[src/rtl/mem_access_ctrl.sv]
// rtl/mem_access_ctrl.sv - load/store sequencer between load buffer, ROB store queue, dcache and CDB
module mem_access_ctrl #(
    parameter int data_width     = 16,
    parameter int rob_addr_width = 3
) (
    input  logic                      clk,
    input  logic                      reset,
    input  logic                      flush,
    input  logic                      ld_valid,
    input  logic [data_width-1:0]     ld_addr,
    input  logic [rob_addr_width-1:0] ld_dest,
    output logic                      ld_RE,
    input  logic                      st_valid,
    input  logic [data_width-1:0]     st_addr,
    input  logic [data_width-1:0]     st_data,
    output logic                      st_ack,
    output logic                      dmem_read,
    output logic                      dmem_write,
    output logic [data_width-1:0]     dmem_address,
    output logic [data_width-1:0]     dmem_wdata,
    input  logic [data_width-1:0]     dmem_rdata,
    input  logic                      dmem_resp,
    output logic                      cdb_req,
    output logic [rob_addr_width-1:0] cdb_tag,
    output logic [data_width-1:0]     cdb_data,
    input  logic                      cdb_grant
);

    typedef enum logic [1:0] {
        IDLE  = 2'd0,
        LOAD  = 2'd1,
        STORE = 2'd2,
        BCAST = 2'd3
    } state_t;

    state_t                    state, state_nxt;
    logic [data_width-1:0]     addr_q;
    logic [data_width-1:0]     wdata_q;
    logic [data_width-1:0]     rdata_q;
    logic [rob_addr_width-1:0] tag_q;
    logic                      last_served_st;
    logic                      flush_seen;
    logic                      accept_ld;
    logic                      accept_st;
    logic                      ld_ok;
    logic                      load_killed;

    // Loads are speculative and may not start while a flush is in progress.
    assign ld_ok       = ld_valid && !flush;
    assign load_killed = flush || flush_seen;

    always_comb begin
        state_nxt    = state;
        accept_ld    = 1'b0;
        accept_st    = 1'b0;
        ld_RE        = 1'b0;
        st_ack       = 1'b0;
        dmem_read    = 1'b0;
        dmem_write   = 1'b0;
        dmem_address = '0;
        dmem_wdata   = '0;
        cdb_req      = 1'b0;
        cdb_tag      = '0;
        cdb_data     = '0;
        case (state)
            IDLE: begin
                if (st_valid && ld_ok) begin
                    accept_ld = last_served_st;
                    accept_st = !last_served_st;
                end else begin
                    accept_st = st_valid;
                    accept_ld = ld_ok;
                end
                if (accept_st) state_nxt = STORE;
                if (accept_ld) state_nxt = LOAD;
                // The pop is combinational, so keep it quiet while reset holds the FSM.
                ld_RE = accept_ld && !reset;
            end
            LOAD: begin
                dmem_read    = 1'b1;
                dmem_address = addr_q;
                if (dmem_resp) state_nxt = load_killed ? IDLE : BCAST;
            end
            STORE: begin
                dmem_write   = 1'b1;
                dmem_address = addr_q;
                dmem_wdata   = wdata_q;
                if (dmem_resp) begin
                    st_ack    = 1'b1;
                    state_nxt = IDLE;
                end
            end
            BCAST: begin
                cdb_req  = 1'b1;
                cdb_tag  = tag_q;
                cdb_data = rdata_q;
                if (cdb_grant || flush) state_nxt = IDLE;
            end
            default: state_nxt = IDLE;
        endcase
    end

    always_ff @(posedge clk or posedge reset) begin
        if (reset) begin
            state          <= IDLE;
            addr_q         <= '0;
            wdata_q        <= '0;
            rdata_q        <= '0;
            tag_q          <= '0;
            last_served_st <= 1'b0;
            flush_seen     <= 1'b0;
        end else begin
            state <= state_nxt;
            if (accept_ld) begin
                addr_q         <= ld_addr;
                tag_q          <= ld_dest;
                last_served_st <= 1'b0;
                flush_seen     <= 1'b0;
            end
            if (accept_st) begin
                addr_q         <= st_addr;
                wdata_q        <= st_data;
                last_served_st <= 1'b1;
            end
            // A flushed load still completes its cache access; only the result is dropped.
            if (state == LOAD) begin
                if (flush) flush_seen <= 1'b1;
                if (dmem_resp && !load_killed) rdata_q <= dmem_rdata;
            end
        end
    end

endmodule

[config.mk]
export PLATFORM = sky130hd
export DESIGN_NAME = mem_access_ctrl
export DESIGN_NICKNAME = d
export VERILOG_FILES = /design/src/rtl/mem_access_ctrl.sv
export SDC_FILE = /design/constraint.sdc
export NUM_CORES = 1
export LEC_CHECK = 0
export ABC_CLOCK_PERIOD_IN_PS = 1900
export BUFFER_PORTS_ARGS = -buffer_cell sky130_fd_sc_hd__buf_2
export CAP_MARGIN = 20
export CORE_ASPECT_RATIO = 2
export CORE_UTILIZATION = 40
export CTS_CLUSTER_DIAMETER = 150
export DETAILED_ROUTE_END_ITERATION = 16
export PLACE_DENSITY = 0.72
export SYNTH_ARGS = -nofsm -noshare
export SYNTH_HDL_FRONTEND = slang
export SYNTH_SLANG_ARGS = --single-unit
[constraint.sdc]
create_clock -name clk -period 1.9 [get_ports clk]
set_input_delay 0.095 -clock clk [delete_from_list [all_inputs] [get_ports clk]]
set_output_delay 0.095 -clock clk [all_outputs]
set_load 0.05 [all_outputs]
==> metrics.csv, run 1 <==
stage,metric,value,unit
timing,finalCriticalPeriod,1.79,ns
synthesis,synth_seq_cells,55,
worst_setup_path,crit_chain,inv_1 -> ha_2 -> and2_1 -> buf_2,
die,initial_core_util,42.1,%
drt,vias,2157,
timing,rsz0062_at_grt,false,
cts,cts_tree,yes,
synthesis,netlist_instances,235,
cts,path_clk_slew,0.07,ns
synthesis,synth_top_cell_area_share,51.4,%
worst_setup_path,r2r_slack,0.16,ns
die,die_h,118,um
cts,cts_sinks,55,
timing,slew_headroom,56.8,%
synthesis,yosysSeqAreaShare,51.4,%
drt,wl_per_cell,13.6,um
cts,postCtsSetupBuffers,0,
worst_setup_path,start_kind,flip-flop,
power,total_power,6.62,mW
timing,period_share,94.0,%
timing,worst_slew_pin_slew,0.648,ns
worst_setup_path,cp_slowest_cell,ha_2,
synthesis,synthesis.area,0.00268,mm2
timing,final_max_slew_viol_count,0,
cells_and_area,instances_no_fill,453,
timing,hold_slack,0.0194,ns
worst_setup_path,path_max_fanout,16,
drt,avgViaCountPerCell,4.76,
drt,firstDrtPassIters,4,
synthesis,synth_nets,314,
die,std_cell_rows,41,
global_routing,first_global_vias,2281,
place,dpl.cell_count,445,
worst_setup_path,slowest_delay,0.48,ns
outcome,status,"finished, final reports clean",
synthesis,syn_avg_cell_area,11.4,um2
cells_and_area,antenna_cells,0,
hold_path,holdPathEnd,wdata_q[7]$_DFFE_PP0P_,
timing,clock_skew,0.00649,ns
cells_and_area,syn_to_final_growth,34.8,%
worst_setup_path,reg2reg_depth,6,
job,cap_violations,0,
power,cellPowerDensity,1830,mW/mm2
timing,setup_tns,0,ns
cells_and_area,fillers,617,
power,p_leak,1.94,nW
worst_setup_path,path_class,reg -> out,
global_routing,grt_antenna_before_repair,0,
global_routing,grt_pass1_wl,10.1,mm
drt,drt_iter0_markers,54,
place,numPortBuffers,129,
worst_setup_path,arrival,1.69,ns
worst_setup_path,rr_endpoint,wdata_q[14]$_DFFE_PP0P_,
cts,insertion_delay,0.29,ns
die,core_area,0.00636,mm2
synthesis,yosys_warnings,0,
die,die_area,0.00704,mm2
timing,setup_viol,0,
drt,drc_errors,0,
drt,ant_nets,0,
global_routing,grt_usage,18.7,%
die,die_x,59.9,um
cts,root_buffer,clkbuf_16,
die,ios,130,
cells_and_area,final_nets,446,
hold_path,hold_class,in -> reg,
synthesis,synth_area_leader_cell,dfrtp_1,
hold_path,hp-start,st_data[7],
synthesis,synth_area_leaders,"dfrtp_1, and2_1, mux2_1, mux2_4, nand2_1",
synthesis,ys_types,28,
cts,numCtsBuffers,5,
drt,drt_wl_total,6.17,mm
cts,ctsHtreeMaxLevel,2,
global_routing,overflow,0,
worst_setup_path,cp-end-kind,output pin,
global_routing,grt_max_degree,33,
worst_setup_path,worst_ep_required_time,1.80,ns
hold_path,hold_depth,2,
timing,fmax,560,MHz
place,routabilityCongestion,0.744,
worst_setup_path,r2r-start,state[0]$_DFFE_PP0P_,
power,peakVddDrop,0.000901,V
cts,cts_max_path_buffers,2,
place,dp_hpwl,4.83,mm
cells_and_area,drive_above_1_share,45.8,%
timing,hold_violations,0,
[metrics by stage]
stage	area, um2	util (%)	setup WS, ns
2_1_floorplan	2680	-	0.0381
3_3_place_gp	3450	54.3	0.197
3_5_place_dp	3450	54.3	0.102
4_1_cts	3610	56.7	0.0779
5_1_grt	3610	56.7	0.0197
6_report	3610	56.7	0.114
[synthesized netlist by cell type]
cell type and n:
clkbuf_1 4, mux2i_1 1, o21ai_1 1, a21oi_1 3
nor2_1 2, mux2_1 17, buf_4 2, a22oi_1 16
mux2_2 9, ha_1 5, buf_6 1, nor4b_1 1
buf_2 5, dfrtp_1 55, o21ai_2 1, and3_1 1
and2_1 52, nand2b_1 2, and4bb_1 1, nand2_1 35
a21o_1 1, inv_1 5, a21oi_2 1, a22o_1 1
nor3b_1 1, a31oi_1 1, nor2b_2 1, mux2_4 10
[cells by family (layout without fill, tap and decap cells)]
kind of cell / Yosys count / count (layout) / synth area share [%]
DFF: 55 / 55 / 51.4
and+or+nand+nor: 96 / 96 / 19.4
buffers and inverters: 17 / 149 / 3.18
muxes: 37 / 37 / 16.9
AOI/OAI and AO/OA: 25 / 25 / 6.73
adders and majority gates: 5 / 5 / 2.34
[metal layers]
metal	part of all wire, %	vias to the layer above	wire length [um]	global-route usage, %
met5	0	-	0	0
met4	1.8	0	110	6.69
met3	5.3	7	324	3.63
met2	57	84	3520	35.2
met1	36	1023	2210	18.9
li1	-	1043	-	-
[worst max-delay path, delay by kind of cell (launching register included)]
| kind | cells | cell delay, ns |
|---|---|---|
| flip-flops | 1 | 0.39 |
| adder cells (fa/ha/maj) | 1 | 0.48 |
| AND/OR/NAND/NOR | 1 | 0.17 |
| buffers and inverters | 2 | 0.36 |
[final cells by class]
type                            count  area (um2)  area share (%)
Multi-Input combinational cell    163        1230            34.0
Clock buffer                        6         139            3.85
Clock inverter                      1        5.00           0.139
Sequential cell                    55        1380            38.1
Inverter                            5        18.8           0.520
Timing Repair Buffer              137         733            20.3
Tap cell                           86         108            2.98
[registers in the layout, summed over array words and instances (netlist names)]
register / cells
wdata_q: 16
rdata_q: 16
flush_seen: 1
addr_q: 16
state: 2
last_served_st: 1
tag_q: 3
[timing repair]
item | CTS | global route
hold buffers | 1 | 0
endpoints found under the setup margin | 6 | 0
gates resized for setup | 1 | 0
hold endpoints to repair | 22 | 0
[layout by cell type, fill, tap and decap left out, drive strengths merged, types with 2 or more instances in the layout]
cell type	n
a21oi	4
a22oi	16
and2	52
buf	136
clkbuf	6
dfrtp	55
ha	5
inv	5
mux2	36
nand2	35
nand2b	2
nor2	2
o21ai	2
[power breakdown]
| group | leakage (nW) | internal (mW) | switching, mW |
|---|---|---|---|
| sequential | 0.675 | 1.73 | 0.263 |
| combinational | 1.20 | 1.19 | 2.53 |
| clock | 0.0727 | 0.515 | 0.385 |
| total | 1.94 | 3.44 | 3.18 |
[worst max path at each step]
stage | from | to | slack (ns) | depth (start not counted)
6_report | state[1]$_DFFE_PP0P_ | dmem_address[2] | 0.11 | 4
5_1_grt | state[0]$_DFFE_PP0P_ | dmem_address[2] | 0.02 | 4
4_1_cts | state[1]$_DFFE_PP0P_ | dmem_address[2] | 0.08 | 4
3_5_place_dp | state[1]$_DFFE_PP0P_ | wdata_q[12]$_DFFE_PP0P_ | 0.10 | 6
3_3_place_gp | state[0]$_DFFE_PP0P_ | wdata_q[13]$_DFFE_PP0P_ | 0.20 | 6
2_1_floorplan | state[1]$_DFFE_PP0P_ | cdb_data[10] | 0.04 | 4
(Power assumes the default switching activity.)
==> inputs of run 2 (changes only) <==
--- a/config.mk
+++ b/config.mk
@@ -9,10 +9,10 @@
 export BUFFER_PORTS_ARGS = -buffer_cell sky130_fd_sc_hd__buf_2
 export CAP_MARGIN = 20
 export CORE_ASPECT_RATIO = 2
-export CORE_UTILIZATION = 40
+export CORE_UTILIZATION = 35
 export CTS_CLUSTER_DIAMETER = 150
 export DETAILED_ROUTE_END_ITERATION = 16
-export PLACE_DENSITY = 0.72
+export PLACE_DENSITY = 0.64
 export SYNTH_ARGS = -nofsm -noshare
 export SYNTH_HDL_FRONTEND = slang
 export SYNTH_SLANG_ARGS = --single-unit
==> run 2 against run 1 <==
Against the previous run:
- register-to-register slack gained 0.02 ns
- critical path depth is the same
- setup slack worse by 0.0014 ns
- critical path type unchanged
- critical endpoint is now dmem_address[12]
- largest power group unchanged
==> metrics.csv, run 2 (synthesis results as in run 1) <==
stage,metric,value,unit,change
outcome,status,"finished, final reports clean",,unchanged
worst_setup_path,path_max_fanout,16,,unchanged
drt,wl_per_cell,13.9,um,was 13.6 um
global_routing,overflow,0,,unchanged
timing,worst_slew_pin_slew,0.661,ns,was 0.648 ns
drt,ant_nets,0,,unchanged
cts,cts_sinks,55,,unchanged
die,std_cell_rows,44,,was 41
cts,cts_tree,yes,,unchanged
place,routabilityCongestion,0.734,,was 0.744
timing,rsz0062_at_grt,true,,was false
cells_and_area,fillers,727,,was 617
place,place_ws,0.147,ns,was 0.102 ns
drt,drt_iter0_markers,69,,was 54
place,dp_hpwl,4.84,mm,was 4.83 mm
power,combinationalPowerShare,55.5,%,was 56.2%
timing,hold_violations,0,,unchanged
cts,ctsHtreeMaxLevel,2,,unchanged
cells_and_area,largestRegisters,"addr_q x16, rdata_q x16, wdata_q x16",,unchanged
job,cap_violations,0,,unchanged
power,switching_share,47.8,%,was 48.0%
hold_path,hold_class,in -> reg,,unchanged
hold_path,hp-start,ld_addr[2],,was st_data[7]
hold_path,holdPathEnd,addr_q[2]$_DFFE_PP0P_,,was wdata_q[7]$_DFFE_PP0P_
cells_and_area,drive_above_1_share,45.5,%,was 45.8%
cells_and_area,final_common_cell,buf_2,,unchanged
timing,fmax,560,MHz,about the same
worst_setup_path,r2r_slack,0.18,ns,was 0.16 ns
die,initial_core_util,36.6,%,was 42.1%
die,core_area,0.00732,mm2,was 0.00636 mm2
worst_setup_path,start_kind,flip-flop,,unchanged
global_routing,first_global_vias,2223,,was 2281
cts,postCtsSetupBuffers,0,,unchanged
power,intPower,3.49,mW,was 3.44 mW
drt,avgViaCountPerCell,4.77,,was 4.76
cts,root_buffer,clkbuf_16,,unchanged
hold_path,hold_depth,3,,was 2
cells_and_area,syn_to_final_growth,35.7,%,was 34.8%
worst_setup_path,arrival,1.69,ns,about the same
power,power_switching,3.19,mW,was 3.18 mW
timing,clock_skew,0.00457,ns,was 0.00649 ns
drt,drt_wl_total,6.38,mm,was 6.17 mm
drt,firstDrtPassIters,4,,unchanged
timing,slew_headroom,55.9,%,was 56.8%
timing,final_max_slew_viol_count,0,,unchanged
worst_setup_path,worst_ep_required_time,1.80,ns,about the same
worst_setup_path,reg2reg_depth,6,,unchanged
global_routing,grt_antenna_before_repair,0,,unchanged
place,numPortBuffers,129,,unchanged
global_routing,grt_max_degree,33,,unchanged
global_routing,grt_pass1_wl,10.4,mm,was 10.1 mm
die,die_area,0.00803,mm2,was 0.00704 mm2
worst_setup_path,path_class,reg -> out,,unchanged
power,total_power,6.68,mW,was 6.62 mW
die,die_h,126,um,was 118 um
cts,insertion_delay,0.29,ns,about the same
global_routing,grt_usage,16.8,%,was 18.7%
timing,finalCriticalPeriod,1.79,ns,about the same
power,cellPowerDensity,1840,mW/mm2,was 1830 mW/mm2
cells_and_area,multi_input_area,0.00123,mm2,unchanged
power,sequentialPowerShare,29.9,%,was 30.2%
worst_setup_path,cp-end-kind,output pin,,unchanged
worst_setup_path,r2r-start,state[0]$_DFFE_PP0P_,,unchanged
drt,vias,2188,,was 2157
cells_and_area,final_nets,445,,was 446
cts,path_clk_slew,0.07,ns,about the same
timing,period_share,94.1,%,was 94.0%
cells_and_area,final_cell_area,0.00363,mm2,was 0.00361 mm2
cts,cts_max_path_buffers,2,,unchanged
power,p_leak,1.95,nW,was 1.94 nW
worst_setup_path,rr_endpoint,wdata_q[8]$_DFFE_PP0P_,,was wdata_q[14]$_DFFE_PP0P_
drt,drc_errors,0,,unchanged
die,die_x,63.8,um,was 59.9 um
power,pwr-share-clk,14.5,%,was 13.6%
power,peakVddDrop,0.000974,V,was 0.000901 V
timing,fin_ws,0.113,ns,was 0.114 ns
timing,setup_viol,0,,unchanged
cts,numCtsBuffers,5,,unchanged
place,place_area,0.00346,mm2,was 0.00345 mm2
die,ios,130,,unchanged
cells_and_area,final_cell_mix,"buf_2, dfrtp_1, and2_1",,unchanged
cells_and_area,seqCellArea,0.00138,mm2,unchanged
cells_and_area,antenna_cells,0,,unchanged
run 2: changes by cell type in the layout (fill, tap and decap cells not counted), sizes merged:
| cell | previous run | this run |
|---|---|---|
| clkbuf | 6 | 8 |
| clkinv | 1 | 0 |
| buf | 136 | 135 |
run 2: stage by stage:
stage | hold WS (ns) | cells | utilization [%] | setup TNS [ns]
floorplan | 0.223 | 235 | - | 0
global placement | 0.173 | 450 | 47.3 | 0
detailed placement | 0.180 | 450 | 47.3 | 0
CTS | 0.00579 | 459 | 49.6 | 0
global route | 0.0111 | 459 | 49.6 | -0.00263
finish | 0.0133 | 459 | 49.6 | 0
run 2: critical path, cell delays in order (launching register included):
cell,delay (ns)
dfrtp_1,0.39
inv_1,0.09
ha_2,0.48
and2_1,0.17
buf_2,0.26
run 2: cell type report:
type / instances / area share [%]
Timing Repair Buffer: 136 / 20.3
Tap cell: 92 / 3.17
Sequential cell: 55 / 37.9
Multi-Input combinational cell: 163 / 33.8
Clock buffer: 8 / 4.30
Inverter: 5 / 0.517
run 2: layer usage:
metal | vias to the layer above | track usage [%] | share of wire, %
met5 | - | 0 | 0
li1 | 1042 | - | -
met1 | 1053 | 17.2 | 36
met3 | 12 | 3.99 | 6.1
met2 | 81 | 31.2 | 56
met4 | 0 | 7.62 | 2.5
run 2: timing repair:
action | CTS | global route
endpoints found under the setup margin | 3 | 2
resized for setup | 1 | 0
hold endpoints to repair | 23 | 0
pin swaps | 0 | 0
hold buffers | 1 | 0
run 2: power groups by stage:
stage / sequential [mW] / clock, mW / combinational [mW]
2_1_floorplan: 1.92 / 0 / 2.95
3_3_place_gp: 1.99 / 0 / 3.68
3_5_place_dp: 2.02 / 0 / 3.73
4_1_cts: 2.00 / 0.998 / 3.75
5_1_grt: 2.07 / 1.04 / 3.98
6_report: 2.00 / 0.971 / 3.71
run 2: how the worst max path moves through the flow:
stage,slack (ns),to,startpoint
4_1_cts,0.1,dmem_address[7],state[1]$_DFFE_PP0P_
3_3_place_gp,0.20,wdata_q[14]$_DFFE_PP0P_,state[0]$_DFFE_PP0P_
2_1_floorplan,0.04,cdb_data[10],state[1]$_DFFE_PP0P_
6_report,0.11,dmem_address[12],state[1]$_DFFE_PP0P_
5_1_grt,-0.002,dmem_address[10],state[1]$_DFFE_PP0P_
3_5_place_dp,0.15,wdata_q[14]$_DFFE_PP0P_,state[0]$_DFFE_PP0P_
==> inputs of run 3 (changes only) <==
--- a/config.mk
+++ b/config.mk
@@ -8,7 +8,6 @@
 export ABC_CLOCK_PERIOD_IN_PS = 1900
 export BUFFER_PORTS_ARGS = -buffer_cell sky130_fd_sc_hd__buf_2
 export CAP_MARGIN = 20
-export CORE_ASPECT_RATIO = 2
 export CORE_UTILIZATION = 35
 export CTS_CLUSTER_DIAMETER = 150
 export DETAILED_ROUTE_END_ITERATION = 16
==> run 3 against run 2 <==
Against the previous run:
- setup slack worse by 0.013 ns
- global-route usage is 1.0 points lower
- critical path depth is 1 higher
- combinational power is 3% higher
- count of clock-buffer cells in the layout is 2 lower
- total power is 3.7% lower
- clock skew hardly changed
- first-iteration DRC count is 22% lower
- maximum frequency is 0.73% lower
- via count is 0.18% higher
- flip-flop and latch count stayed put
- critical path type unchanged
- largest cell class unchanged
- largest power group unchanged
- highest routed layer unchanged
==> metrics.csv, run 3 (synthesis results as in run 1) <==
stage,metric,value,unit,change
place,place_area,0.00348,mm2,was 0.00346 mm2
drt,firstDrtPassIters,4,,unchanged
worst_setup_path,r2r_slack,0.21,ns,was 0.18 ns
drt,avgViaCountPerCell,4.58,,was 4.77
worst_setup_path,path_max_fanout,18,,was 16
place,place_ws,0.194,ns,was 0.147 ns
timing,final_max_slew_viol_count,0,,unchanged
place,numPortBuffers,129,,unchanged
die,die_area,0.00800,mm2,was 0.00803 mm2
place,dp_hpwl,4.38,mm,was 4.84 mm
worst_setup_path,start_kind,flip-flop,,unchanged
cells_and_area,final_core_util,50.7,%,was 49.6%
die,std_cell_rows,31,,was 44
hold_path,hp-start,st_data[8],,was ld_addr[2]
cts,postCtsSetupBuffers,0,,unchanged
drt,wl_per_cell,12.8,um,was 13.9 um
cts,ctsHtreeMaxLevel,2,,unchanged
die,die_x,89.5,um,was 63.8 um
worst_setup_path,crit_buf_inv,3,,was 2
timing,fmax,555,MHz,was 560 MHz
cells_and_area,drive_above_1_share,44.5,%,was 45.5%
cts,insertion_delay,0.30,ns,was 0.29 ns
cells_and_area,largestRegisters,"addr_q x16, rdata_q x16, wdata_q x16",,unchanged
timing,worst_slew_pin_slew,0.712,ns,was 0.661 ns
cts,cts_max_path_buffers,2,,unchanged
global_routing,grt_antenna_before_repair,0,,unchanged
drt,drt_iter0_markers,54,,was 69
cells_and_area,instances_no_fill,479,,was 459
die,ios,130,,unchanged
die,core_area,0.00733,mm2,was 0.00732 mm2
place,dpl.cell_count,459,,was 450
worst_setup_path,cp-end-kind,output pin,,unchanged
job,cap_violations,0,,unchanged
cells_and_area,final_common_cell,buf_2,,unchanged
timing,setup_viol,0,,unchanged
timing,hold_violations,0,,unchanged
worst_setup_path,path_depth,5,,was 4
cts,cts_sinks,55,,unchanged
die,die_h,89.5,um,was 126 um
worst_setup_path,slowest_delay,0.42,ns,was 0.48 ns
cts,numCtsBuffers,5,,unchanged
cells_and_area,syn_to_final_growth,38.9,%,was 35.7%
drt,vias,2192,,was 2188
worst_setup_path,cp_slowest_cell,dfrtp_1,,was ha_2
timing,period_share,94.8,%,was 94.1%
power,total_power,6.44,mW,was 6.68 mW
worst_setup_path,reg2reg_depth,5,,was 6
worst_setup_path,worst_ep_required_time,1.80,ns,about the same
global_routing,grt_usage,15.8,%,was 16.8%
timing,clock_skew,0.00496,ns,was 0.00457 ns
cells_and_area,antenna_cells,0,,unchanged
hold_path,hold_class,in -> reg,,unchanged
global_routing,first_global_vias,2078,,was 2223
cells_and_area,final_cell_area,0.00372,mm2,was 0.00363 mm2
cells_and_area,final_cell_mix,"buf_2, dfrtp_1, and2_1",,unchanged
cells_and_area,fillers,692,,was 727
timing,finalCriticalPeriod,1.80,ns,was 1.79 ns
worst_setup_path,path_class,reg -> out,,unchanged
place,routabilityCongestion,0.753,,was 0.734
timing,slew_headroom,52.5,%,was 55.9%
worst_setup_path,crit_family,buffers and inverters,,was adder cells
worst_setup_path,endpoint,dmem_wdata[5],,was dmem_address[12]
global_routing,overflow,0,,unchanged
power,cellPowerDensity,1730,mW/mm2,was 1840 mW/mm2
worst_setup_path,rr_endpoint,rdata_q[10]$_DFFE_PP0P_,,was wdata_q[8]$_DFFE_PP0P_
timing,rsz0062_at_grt,false,,was true
drt,drt_wl_total,6.12,mm,was 6.38 mm
timing,hold_slack,0.00275,ns,was 0.0133 ns
global_routing,grt_max_degree,23,,was 33
cts,root_buffer,clkbuf_8,,was clkbuf_16
worst_setup_path,crit_chain,inv_1 -> ha_1 -> buf_4 -> and2_1 -> buf_2,,was inv_1 -> ha_2 -> and2_1 -> buf_2
outcome,status,"finished, final reports clean",,unchanged
cts,path_clk_slew,0.09,ns,was 0.07 ns
cells_and_area,final_nets,459,,was 445
timing,setup_tns,0,ns,unchanged
die,initial_core_util,36.5,%,was 36.6%
power,peakVddDrop,0.000843,V,was 0.000974 V
worst_setup_path,setup.worst_path.start,state[0]$_DFFE_PP0P_,,was state[1]$_DFFE_PP0P_
cts,cts_tree,yes,,unchanged
timing,fin_ws,0.0997,ns,was 0.113 ns
drt,drc_errors,0,,unchanged
drt,ant_nets,0,,unchanged
global_routing,grt_pass1_wl,9.48,mm,was 10.4 mm
worst_setup_path,r2r-start,state[1]$_DFFE_PP0P_,,was state[0]$_DFFE_PP0P_
power,p_leak,1.98,nW,was 1.95 nW
worst_setup_path,arrival,1.71,ns,was 1.69 ns
## run 3: worst register-to-register path: cells and delay by family, from the launching register on
family	cells	cell delay, ns
adder cells (fa/ha/maj)	1	0.24
buffers and inverters	2	0.33
flip-flops	1	0.43
multiplexers	1	0.35
AND/OR/NAND/NOR	1	0.25
## run 3: worst min path at each step
stage,endpoint,slack (ns),depth (start not counted)
floorplan,addr_q[0]$_DFFE_PP0P_,0.22,2
finish,wdata_q[8]$_DFFE_PP0P_,0.003,2
detailed placement,rdata_q[15]$_DFFE_PP0P_,0.14,2
global placement,rdata_q[8]$_DFFE_PP0P_,0.14,2
global route,tag_q[0]$_DFFE_PP0P_,0.002,2
CTS,addr_q[4]$_DFFE_PP0P_,0.0005,3
## run 3: cell type report
cell class,instances,area (um2),area share (%)
sequential,55,1380,37.0
multi-input combinational,163,1240,33.3
timing repair buffer,150,873,23.5
tap,99,124,3.33
clock buffer,6,82.6,2.22
inverter,5,18.8,0.505
clock inverter,1,5.00,0.135
## run 3: where the power goes
group / internal [mW] / switching [mW] / total (mW)
Sequential: 1.73 / 0.250 / 1.98
Combinational: 1.28 / 2.54 / 3.82
Clock: 0.287 / 0.356 / 0.642
## run 3: layer usage
layer / vias up / GRT usage, % / wire length [um]
met5: - / 0 / 0
met4: 0 / 5.63 / 145
met3: 12 / 3.60 / 257
met1: 1038 / 18.9 / 2550
met2: 71 / 27.8 / 3170
li1: 1071 / - / -
## run 3: what timing repair did
item,in CTS,in global routing
endpoints found under the hold margin,31,1
endpoints found under the setup margin,16,16
gates resized for setup,1,6
hold buffers,12,1
